### config.mk
export PLATFORM = sky130hd
export DESIGN_NAME = stacker_level_ctrl
export DESIGN_NICKNAME = d
export VERILOG_FILES = /design/src/rtl/stacker_level_ctrl.sv
export SDC_FILE = /design/constraint.sdc
export NUM_CORES = 1
export LEC_CHECK = 0
export BUFFER_PORTS_ARGS = -buffer_cell sky130_fd_sc_hd__clkbuf_2
export CORE_MARGIN = 2
export CORE_UTILIZATION = 45
export CTS_CLUSTER_SIZE = 10
export DETAILED_ROUTE_END_ITERATION = 6
export PLACE_DENSITY_LB_ADDON = 0.2
export REMOVE_ABC_BUFFERS = 1
export SYNTH_ARGS = -nofsm -noshare
export SYNTH_HDL_FRONTEND = slang
export SYNTH_SLANG_ARGS = --single-unit
### constraint.sdc
create_clock -name clk -period 11.6 [get_ports clk]
set_input_delay 2.9 -clock clk [delete_from_list [all_inputs] [get_ports clk]]
set_output_delay 2.9 -clock clk [all_outputs]
set_load 0.05 [all_outputs]
### src/rtl/stacker_level_ctrl.sv
// Game-progression controller for the block stacker: level, live row width,
// level-dependent row-move tick and the IDLE/PLAY/WIN/LOSE state machine.
module stacker_level_ctrl #(
    parameter int NUM_LEVELS   = 15,
    parameter int LVL_W        = 4,
    parameter int START_BLOCKS = 3,
    parameter int BLK_W        = 2,
    parameter int SHRINK1      = 5,
    parameter int SHRINK2      = 10,
    parameter int PERIOD_W     = 24,
    parameter int BASE_PERIOD  = 5000000,
    parameter int PERIOD_STEP  = 300000,
    parameter int MIN_PERIOD   = 500000
) (
    input  logic             clk,
    input  logic             resetn,
    input  logic             start,
    input  logic             place_valid,
    input  logic [BLK_W-1:0] place_keep,
    output logic [LVL_W-1:0] level,
    output logic [BLK_W-1:0] num_blocks,
    output logic             move_tick,
    output logic [1:0]       game_state,
    output logic             win,
    output logic             game_over
);

    localparam int CW = PERIOD_W + LVL_W;

    typedef enum logic [1:0] {
        ST_IDLE = 2'd0,
        ST_PLAY = 2'd1,
        ST_WIN  = 2'd2,
        ST_LOSE = 2'd3
    } state_t;

    // Floor is applied by comparing against the headroom, so the subtraction never wraps.
    function automatic logic [PERIOD_W-1:0] period_of(input logic [LVL_W-1:0] lvl);
        logic [CW-1:0] dec;
        logic [CW-1:0] span;
        if (lvl == LVL_W'(0)) begin
            dec = CW'(0);
        end else begin
            dec = CW'(lvl - LVL_W'(1)) * CW'(PERIOD_STEP);
        end
        span = CW'(BASE_PERIOD - MIN_PERIOD);
        if (dec >= span) begin
            return PERIOD_W'(MIN_PERIOD);
        end else begin
            return PERIOD_W'(CW'(BASE_PERIOD) - dec);
        end
    endfunction

    function automatic logic [BLK_W-1:0] cap_of(input logic [LVL_W-1:0] lvl);
        int sub;
        sub = 0;
        if (int'(lvl) >= SHRINK1) begin
            sub = sub + 1;
        end else begin
            sub = sub;
        end
        if (int'(lvl) >= SHRINK2) begin
            sub = sub + 1;
        end else begin
            sub = sub;
        end
        if (START_BLOCKS - sub >= 1) begin
            return BLK_W'(START_BLOCKS - sub);
        end else begin
            return BLK_W'(1);
        end
    endfunction

    state_t              state_r, state_n;
    logic [LVL_W-1:0]    level_r, level_n;
    logic [BLK_W-1:0]    blocks_r, blocks_n;
    logic [PERIOD_W-1:0] cnt_r, cnt_n;
    logic                tick_r, tick_n;
    logic                win_r, game_over_r;

    logic [PERIOD_W-1:0] period_s;
    logic                tick_due_s;
    logic [BLK_W-1:0]    keep_eff_s;
    logic [BLK_W-1:0]    next_cap_s;

    assign period_s   = period_of(level_r);
    assign tick_due_s = (cnt_r == period_s - PERIOD_W'(1));
    assign keep_eff_s = (place_keep < blocks_r) ? place_keep : blocks_r;
    assign next_cap_s = cap_of(level_r + LVL_W'(1));

    // Next-state, level/width update and tick counter.
    always_comb begin
        state_n  = state_r;
        level_n  = level_r;
        blocks_n = blocks_r;
        cnt_n    = cnt_r;
        tick_n   = 1'b0;
        case (state_r)
            ST_IDLE, ST_WIN, ST_LOSE: begin
                cnt_n = PERIOD_W'(0);
                if (start) begin
                    state_n  = ST_PLAY;
                    level_n  = LVL_W'(1);
                    blocks_n = BLK_W'(START_BLOCKS);
                end else begin
                    state_n  = state_r;
                end
            end
            ST_PLAY: begin
                if (place_valid) begin
                    // A placement restarts the move count and swallows any tick due now.
                    cnt_n = PERIOD_W'(0);
                    if (keep_eff_s == BLK_W'(0)) begin
                        state_n = ST_LOSE;
                    end else if (level_r == LVL_W'(NUM_LEVELS)) begin
                        state_n  = ST_WIN;
                        blocks_n = keep_eff_s;
                    end else begin
                        level_n  = level_r + LVL_W'(1);
                        blocks_n = (keep_eff_s < next_cap_s) ? keep_eff_s : next_cap_s;
                    end
                end else if (tick_due_s) begin
                    cnt_n  = PERIOD_W'(0);
                    tick_n = 1'b1;
                end else begin
                    cnt_n = cnt_r + PERIOD_W'(1);
                end
            end
            default: begin
                state_n  = ST_IDLE;
                level_n  = LVL_W'(1);
                blocks_n = BLK_W'(START_BLOCKS);
                cnt_n    = PERIOD_W'(0);
            end
        endcase
    end

    // State and output registers with synchronous active-low reset.
    always_ff @(posedge clk) begin
        if (!resetn) begin
            state_r     <= ST_IDLE;
            level_r     <= LVL_W'(1);
            blocks_r    <= BLK_W'(START_BLOCKS);
            cnt_r       <= PERIOD_W'(0);
            tick_r      <= 1'b0;
            win_r       <= 1'b0;
            game_over_r <= 1'b0;
        end else begin
            state_r     <= state_n;
            level_r     <= level_n;
            blocks_r    <= blocks_n;
            cnt_r       <= cnt_n;
            tick_r      <= tick_n;
            win_r       <= (state_n == ST_WIN);
            game_over_r <= (state_n == ST_LOSE);
        end
    end

    assign level      = level_r;
    assign num_blocks = blocks_r;
    assign move_tick  = tick_r;
    assign game_state = state_r;
    assign win        = win_r;
    assign game_over  = game_over_r;

endmodule

# [After elaboration in Yosys (flattened, before gate mapping)]
# Cells that the tools add are included.
[word_totals] register_bits=35 input_bits=6 elab_cells=67
[op_classes] addsub=7 multipliers=1 n_lt_le_gt_ge=6 eq_ne=11 n_mux=26 bitwise=2 n_reduce_logical=7
[op_table] op="2-to-1 mux 24 bit" n=3
[op_table] op="one-hot mux 24 bit (2 select lines)" n=1
[op_table] op="adder 32 x 2 -> 32 bit (second input constant)" n=1
[op_table] op="greater-or-equal comparator 32 x 2 -> 1 bit (second input constant)" n=1
[op_table] op="2-to-1 mux 32 bit" n=1
[op_table] op="subtractor 3 x 32 -> 32 bit (first input constant)" n=1
[op_table] op="greater-or-equal comparator 28 x 23 -> 1 bit (second input constant)" n=1
[op_table] op="multiplier 28 x 14 -> 23 bit (second input constant)" n=1
[op_table] op="2-to-1 mux 28 bit" n=1
[op_table] op="adder 24 x 1 -> 24 bit (second input constant)" n=1
[op_table] op="equality test 24 bit" n=1
[op_table] op="subtractor 23 x 24 -> 24 bit (first input constant)" n=1
[op_table] op="subtractor 24 x 1 -> 24 bit (second input constant)" n=1
[op_table] op="2-to-1 mux 2 bit" n=11
[op_table] op="2-to-1 mux 4 bit" n=4
[op_table] op="equality test 2 bit (second input constant)" n=4
[op_table] op="!= test 2 bit (second input constant)" n=4
[op_table] op="one-hot mux 2 bit (2 select lines)" n=2
[op_table] op="one-hot mux 4 bit (2 select lines)" n=1
[op_table] op="OR reduction 3 bit" n=2
[op_table] op="subtractor 4 x 1 -> 5 bit (second input constant)" n=1
[op_table] op="adder 4 x 1 -> 4 bit (second input constant)" n=1
[op_table] op="equality test 4 bit (second input constant)" n=1
[op_table] op="greater-or-equal comparator 4 x 3 -> 1 bit (second input constant)" n=1
[op_table] op="other kinds (9)" n=13

# [Depth between registers and ports, before layout]
# Gate-level depths: netlist (run 1).
[logic_depth] word_depth=14 mapped_depth=41 depth_no_buf=35

# [Least setup slack after synthesis (run 1)]
# No wires, ideal clock.
[synth_timing] path_type="flip-flop to flip-flop" from="register level_r[0], in the netlist level[0]" to="register cnt_r[18]" setup_time_ps=137 arrival_time_ps=9924 required_ps=11463 slack_ps=1539 path_stages_with_launch=41 n_path_buf=8 cell_sequence="dfxtp_1 clkbuf_1 inv_1 ha_1 or3b_1 buf_6 inv_2 buf_6 clkbuf_1 clkbuf_1 ha_1 or2_2 ha_1 ha_1 inv_1 fa_1 fa_1 inv_1 [... 5 more ...] nor3_1 nor4bb_1 o2111ai_1 and4_2 buf_6 nand2_1 ha_1 nor2b_1 nand3_1 a21o_1 o2111ai_1 o211ai_1 xnor2_1 o32ai_1 o2111ai_1 a2111oi_4 buf_6 nor3_2"
[synth_via] elab_chain_cells=10
[synth_rtl] item="start, declared" line="75" rtl="logic [LVL_W-1:0] level_r, level_n;"
[synth_rtl] item="start signal, assigned" line="150" rtl="level_r <= level_n;"
[synth_rtl] item="subtractor 4 x 1 -> 5 bit" line="44" rtl="dec = CW'(lvl - LVL_W'(1)) * CW'(PERIOD_STEP);"
[synth_rtl] item="multiplier 28 x 14 -> 23 bit" line="44"
[synth_rtl] item="2-to-1 mux 28 bit (*)" line="41" rtl="if (lvl == LVL_W'(0)) begin"
[synth_rtl] item="subtractor 23 x 24 -> 24 bit / greater-or-equal comparator 28 x 23 -> 1 bit (equally long branches)" line="50, 47"
[synth_rtl] item="2-to-1 mux 24 bit (*)" line="47" rtl="if (dec >= span) begin"
[synth_rtl] item="subtractor 24 x 1 -> 24 bit (*)" line="87" rtl="assign tick_due_s = (cnt_r == period_s - PERIOD_W'(1));"
[synth_rtl] item="equality test 24 bit (*)" line="87"
[synth_rtl] item="2-to-1 mux 24 bit (*)" line="122" rtl="end else if (tick_due_s) begin"
[synth_rtl] item="2-to-1 mux 24 bit (*)" line="110" rtl="if (place_valid) begin"
[synth_rtl] item="one-hot mux 24 bit (2 select lines) (*)" line="98" rtl="case (state_r)"
[synth_rtl] item="end signal, assigned" line="152" rtl="cnt_r <= cnt_n;"
[synth_rtl] item="end, declared" line="77" rtl="logic [PERIOD_W-1:0] cnt_r, cnt_n;"
# Every way passes the cells marked *; elsewhere a longest branch is shown, timed or not.
# A chain may end at the register's enable or synchronous reset.

# [Worst setup path after layout (run 1)]
[layout_timing] from="register level_r[2], in the netlist level[2]" to="register tick_r, in the netlist move_tick"
[layout_via] elab_chain_cells=8
[layout_rtl] item="subtractor 4 x 1 -> 5 bit" line="44"
[layout_rtl] item="multiplier 28 x 14 -> 23 bit" line="44"
[layout_rtl] item="2-to-1 mux 28 bit (*)" line="41"
[layout_rtl] item="subtractor 23 x 24 -> 24 bit / greater-or-equal comparator 28 x 23 -> 1 bit (equally long branches)" line="50, 47"
[layout_rtl] item="2-to-1 mux 24 bit (*)" line="47"
[layout_rtl] item="subtractor 24 x 1 -> 24 bit (*)" line="87"
[layout_rtl] item="equality test 24 bit (*)" line="87"
[layout_rtl] item="2-to-1 mux 1 bit (*)" line="122"
[layout_rtl] item="end signal, assigned" line="153" rtl="tick_r <= tick_n;"
[layout_rtl] item="end, declared" line="78" rtl="logic tick_r, tick_n;"
# Marks and branches as above.

==> impl_results.md, run 1 <==
- I/O Buffers: 16
- CP Data Required Time: 11.83 ns
- Dpl cell area: 6210 um2
- Critical Path End Type: register
- Most common cell in the synthesized netlist: nand2_1
- Yosys warnings: 0
- # DRC: 0
- Die height: 120 um
- First-pass GRT wire length: 25.2 mm
- Finished layout cell area: 6350 um2
- Drt via density: 5.73
- Pre-Repair DR Iteration Count: 5
- Status: complete, no violations
- Worst-skew pair later-pin latency: 0.28 ns
- Crit Reg-Reg Startpoint: level[2]$_SDFFE_PN0P_
- Hold/Removal Path Class: reg -> reg
- Worst Max-Slew Pin Slew: 0.718 ns
- Reg2Reg Setup Slack: 1.57 ns
- Post-synth top area cell: ha_1
- Hold_sp: cnt_r[0]$_SDFF_PP0_
- I/O pin cnt: 17
- Max capacitance violation total: 0
- Final ANT Viol Nets: 0
- Post-CTS Hold Buffers: 0
- Number of distinct library cells after synthesis: 84
- CP startpoint kind: register
- Post-Route WL: 14.3 mm
- Reg2reg path depth: 35
- HPWL after DPL: 11.4 mm
- Share of the synthesized area in the top cell type: 0.146
- Total clock sinks: 35
- Number of global-route vias before repair: 5401
- Routed length per instance: 15.3 um
- Final Slew Violations: 0
- Initial antenna violation count: 0
- Detailed-route via count: 5371
- CP arrival: 10.25 ns
- Total number of H-tree levels: 2
- Post-route minimum period: 10.03 ns
- RR Endpoint: move_tick$_SDFF_PP0_
- Clock Tree Root: clkbuf_16
- Crit Path Class: reg -> reg
- RSZ-0062 raised after global routing: false
- Routability cong.: 0.935
- Number of enable flip-flop cells after synthesis: 0
- Ant diodes: 0
- Worst IR Drop VDD: 0.0807 mV
- Die ar.: 14400 um2
- Avg Cell Area, Syn: 7.94 um2
- Clock transition at the registers of the reported paths: 0.06 ns
- Syn Inst Count: 765
- Worst Skew: 0.00387 ns
- Slowest CP cell: dfxtp_1
- Initial Util: 0.461
- Fraction of registers with async set or reset after synthesis: 0
- Final Setup Violations: 0
- Die Span X: 120 um
- CTS Buf Count: 5
- Worst Hold Depth: 1
- Cell mode on critical path: ha_1
- Top_reg_cell synth: dfxtp_1
- Gr ovfl total: 0
- Cell Area, Synth: 6070 um2
- Max transition margin: 0.521
- Power, Total: 539 uW
- Tcrit/Tclk final: 0.865
- WHS: 0.505 ns
- Post-CTS setup buffers: 0
- Layout cells sized above 1: 0.101
- P_leak: 0.00273 uW
- Top cells by area, synth: ha_1 15%, dfxtp_1 12%, xnor2_1 8.2%, fa_1 6.9%, nand2_1 4.9%
- Clock buffer depth: 2
- Largest net degree at the start of global routing: 45
- Max frequency: 0.0997 GHz
- Largest stage delay, worst path: 0.62 ns
- CTS tree: done
- First-iteration detailed-routing DRC count: 220
- CORE AREA: 13200 um2
- Synth Register Bits: 35
- Hold Crit Endpoint: cnt_r[0]$_SDFF_PP0_
- Nets: 859
- Worst setup path start: level[2]$_SDFFE_PN0P_
- Final hold vios: 0
- Worst-path fanout max: 22
- Resized Gates After CTS: 0
- Top post-synthesis cells by count: 79 x nand2_1, 71 x ha_1, 57 x xnor2_1, 51 x inv_1
- Seq/Total Area, Yosys: 0.115
- P per Cell Area: 84.8 nW/um2
- Gr usage total: 0.207
- FP Rows: 42
- Layout area overhead: 4.57%
- Total negative setup slack: 0 ns
sequential cells by signal, indices dropped and copies added (netlist names):
| signal | count |
|---|---|
| move_tick | 1 |
| win | 1 |
| level | 4 |
| game_state | 2 |
| num_blocks | 2 |
| cnt_r | 24 |
| game_over | 1 |
kinds of logic after synthesis:
| kind of cell | synth area share |
|---|---|
| flip-flops | 0.115 |
| multiplexers | 0.00824 |
| XOR/XNOR | 0.134 |
| AND/OR/NAND/NOR | 0.245 |
| buffers and inverters | 0.0647 |
| adder cells (fa/ha/maj) | 0.215 |
| other | 0.000617 |
| AO/OA/AOI/OAI | 0.216 |
area by class of cell:
type | instances | area [um2]
tap | 176 | 220
clock inverter | 3 | 20.0
clock buffer | 5 | 125
timing repair buffer | 20 | 110
fill | 1305 | 6840
multi-input combinational | 647 | 4980
inverter | 52 | 195
sequential | 35 | 701
critical path: cells and delay by family (launching register included):
kind,cells,cell delay [ns]
adder cells (fa/ha/maj),8,2.72
AO/OA/AOI/OAI,9,2.39
AND/OR/NAND/NOR,9,2.30
XOR/XNOR,4,1.04
buffers and inverters,5,0.88
flip-flops,1,0.62
routing by layer:
layer  up-vias  global-route usage  routed length, um
met1      2545               0.276               6970
met2        90               0.359               6760
li1       2714                   -                  -
met5         -                   0                  0
met4         0              0.0522                235
met3        22              0.0189                363
cells in the final DEF, fill, tap and decap left out, types with 5 or more instances in the layout:
master     count
o2111ai_1      8
nand2b_1       5
nor2b_1        6
nor2_1        43
a21oi_1       37
xnor2_1       57
o211ai_1       7
o31ai_1        5
mux2i_1        5
nand3b_1       5
a31oi_1       10
inv_1         51
and4_1         6
or3_1          8
nand4_1       12
o21a_1         9
and2_1        14
xor2_1        30
nand2_1       79
fa_1          21
a211oi_1       7
clkbuf_16      5
ha_1          71
dfxtp_1       35
o21ai_0       43
nor3_2        19
a21o_1        12
and3_1         9
clkbuf_2      16
nor3_1        17
nand3_1       23
worst max-delay path by stage:
stage               slack, ns                    to  cells past startpoint
floorplan                0.80  move_tick$_SDFF_PP0_                     32
CTS                      1.63  move_tick$_SDFF_PP0_                     35
global route             0.74  move_tick$_SDFF_PP0_                     35
detailed placement       1.64  move_tick$_SDFF_PP0_                     35
finish                   1.57  move_tick$_SDFF_PP0_                     35
global placement         1.95  move_tick$_SDFF_PP0_                     35
through the flow:
step,util,worst slack [ns],instances
after detailed placement,0.471,1.64,930
final,0.482,1.57,938
after global routing,0.482,0.741,938
after floorplan,-,0.796,734
after CTS,0.482,1.63,938
after global placement,0.471,1.95,930
power by group:
| part | leakage (uW) | internal (uW) | switching (uW) |
|---|---|---|---|
| combinational | 0.00238 | 109 | 176 |
| sequential | 0.000283 | 121 | 1.54 |
| clock | 0.0000658 | 79.0 | 52.6 |
| total | 0.00273 | 309 | 230 |
Note: power is estimated with default switching activity, not from simulation.
==> inputs of run 2 (changes only) <==
==> constraint.sdc (replaced) <==
create_clock -name clk -period 12.9 [get_ports clk]
set_input_delay 3.225 -clock clk [delete_from_list [all_inputs] [get_ports clk]]
set_output_delay 3.225 -clock clk [all_outputs]
set_load 0.05 [all_outputs]
==> impl_results.md, run 2 (same netlist as run 1, synthesis figures left out) <==
- Crit Path Class: reg -> reg
- First-iteration detailed-routing DRC count: 276
- Worst-skew pair later-pin latency: 0.28 ns
- WHS: 0.505 ns
- Slowest CP cell: dfxtp_1
- Nets: 859
- RSZ-0062 raised after global routing: false
- Max transition margin: 0.507
- Critical Path End Type: register
- Sw Pwr: 209 uW
- Worst Max-Slew Pin Slew: 0.734 ns
- Total negative setup slack: 0 ns
- CTS Buf Count: 5
- RR Endpoint: move_tick$_SDFF_PP0_
- P_leak: 0.00274 uW
- Final ANT Viol Nets: 0
- Commonest non-fill, non-tap cell in the layout: nand2_1
- Clock transition at the registers of the reported paths: 0.06 ns
- Drt via density: 5.69
- Final hold vios: 0
- Internal power: 299 uW
- Crit Reg-Reg Startpoint: level[0]$_SDFFE_PN1P_
- Clock share of power: 0.277
- Detailed-route via count: 5341
- Max capacitance violation total: 0
- Routability cong.: 0.912
- Cell mode on critical path: ha_1
- Max frequency: 0.0977 GHz
- Most flops, register: cnt_r
- Reg2reg path depth: 36
- Ant diodes: 0
- Resized Gates After CTS: 0
- Initial antenna violation count: 0
- Clock buffer depth: 2
- Fillers: 1278
- Clock Tree Root: clkbuf_16
- # DRC: 0
- Gr usage total: 0.210
- First-pass GRT wire length: 25.5 mm
- Total number of H-tree levels: 2
- Worst setup path start: level[0]$_SDFFE_PN1P_
- CTS tree: done
- Hold Crit Endpoint: cnt_r[0]$_SDFF_PP0_
- Power, Total: 507 uW
- Pre-Repair DR Iteration Count: 4
- HPWL after DPL: 11.6 mm
- Post-CTS Hold Buffers: 0
- Largest stage delay, worst path: 0.71 ns
- Die ar.: 14400 um2
- P per Cell Area: 79.5 nW/um2
- Worst-path fanout max: 50
- Initial Util: 0.461
- Most frequent cells in the layout: 79 x nand2_1, 71 x ha_1, 57 x xnor2_1
- Finished layout cell area: 6380 um2
- Fin util: 0.484
- Reg2Reg Setup Slack: 2.67 ns
- Final Slew Violations: 0
- Number of global-route vias before repair: 5291
- Post-route minimum period: 10.23 ns
- Layout area overhead: 5.03%
- FP Rows: 42
- CP Data Required Time: 13.13 ns
- Die Span X: 120 um
- Routed length per instance: 15.9 um
- Post-Route WL: 14.9 mm
- Gr ovfl total: 0
- Tcrit/Tclk final: 0.793
- Largest net degree at the start of global routing: 51
- Status: complete, no violations
- Max FFs per register: 24
- Final Setup Violations: 0
- CORE AREA: 13200 um2
- Post-CTS setup buffers: 0
- I/O pin cnt: 17
- Comb power frac: 0.506
- Hold/Removal Path Class: reg -> reg
- I/O Buffers: 16
- Layout cells sized above 1: 0.101
- Worst Skew: 0.00380 ns
- Sequential fraction of design power: 0.217
- Hold_sp: cnt_r[0]$_SDFF_PP0_
- Sw Ratio: 0.411
- Dpl cell area: 6210 um2
- CP arrival: 10.46 ns
- Worst IR Drop VDD: 0.0546 mV
- CP startpoint kind: register
- Total clock sinks: 35
- Worst Hold Depth: 1
- Die height: 120 um
==> run 2: cell type report <==
class | count | area (um2) | area share
multi-input combinational | 647 | 4980 | 0.781
sequential | 35 | 701 | 0.110
tap | 176 | 220 | 0.0345
inverter | 52 | 195 | 0.0306
clock buffer | 5 | 125 | 0.0196
timing repair buffer | 20 | 110 | 0.0173
clock inverter | 3 | 47.5 | 0.00745
==> run 2: worst max-delay path: cells and delay by family, from the launching register on <==
family / cells / cell delay (ns)
compound gates: 12 / 2.75
fa+ha+maj: 7 / 2.72
buf+inv: 7 / 1.86
simple gates: 6 / 1.46
flops: 1 / 0.71
xor+xnor: 4 / 0.63
==> run 2: worst max-delay path by stage <==
stage,to,slack (ns),cells after the start
after global routing,move_tick$_SDFF_PP0_,1.71,35
final,move_tick$_SDFF_PP0_,2.67,36
after global placement,move_tick$_SDFF_PP0_,2.90,36
after detailed placement,move_tick$_SDFF_PP0_,2.73,36
after floorplan,move_tick$_SDFF_PP0_,2.10,32
after CTS,move_tick$_SDFF_PP0_,2.70,36
==> run 2: power by group through the flow <==
stage	registers [uW]	clock network [uW]	logic, uW
3_5_place_dp	113	0	253
2_1_floorplan	115	0	200
3_3_place_gp	113	0	250
4_1_cts	110	143	255
6_report	110	140	257
5_1_grt	110	147	287
==> run 2: layer usage <==
metal  up-vias  track usage  wire (um)
met4         0       0.0441        136
met5         -            0          0
met1      2522        0.290       7390
li1       2711            -          -
met3        15       0.0212        373
met2        93        0.356       6980
==> run 2: metrics by stage <==
stage | cells | setup WS (ns)
after floorplan | 734 | 2.10
after global placement | 930 | 2.90
after detailed placement | 930 | 2.73
after CTS | 938 | 2.70
after global routing | 938 | 1.71
final | 938 | 2.67
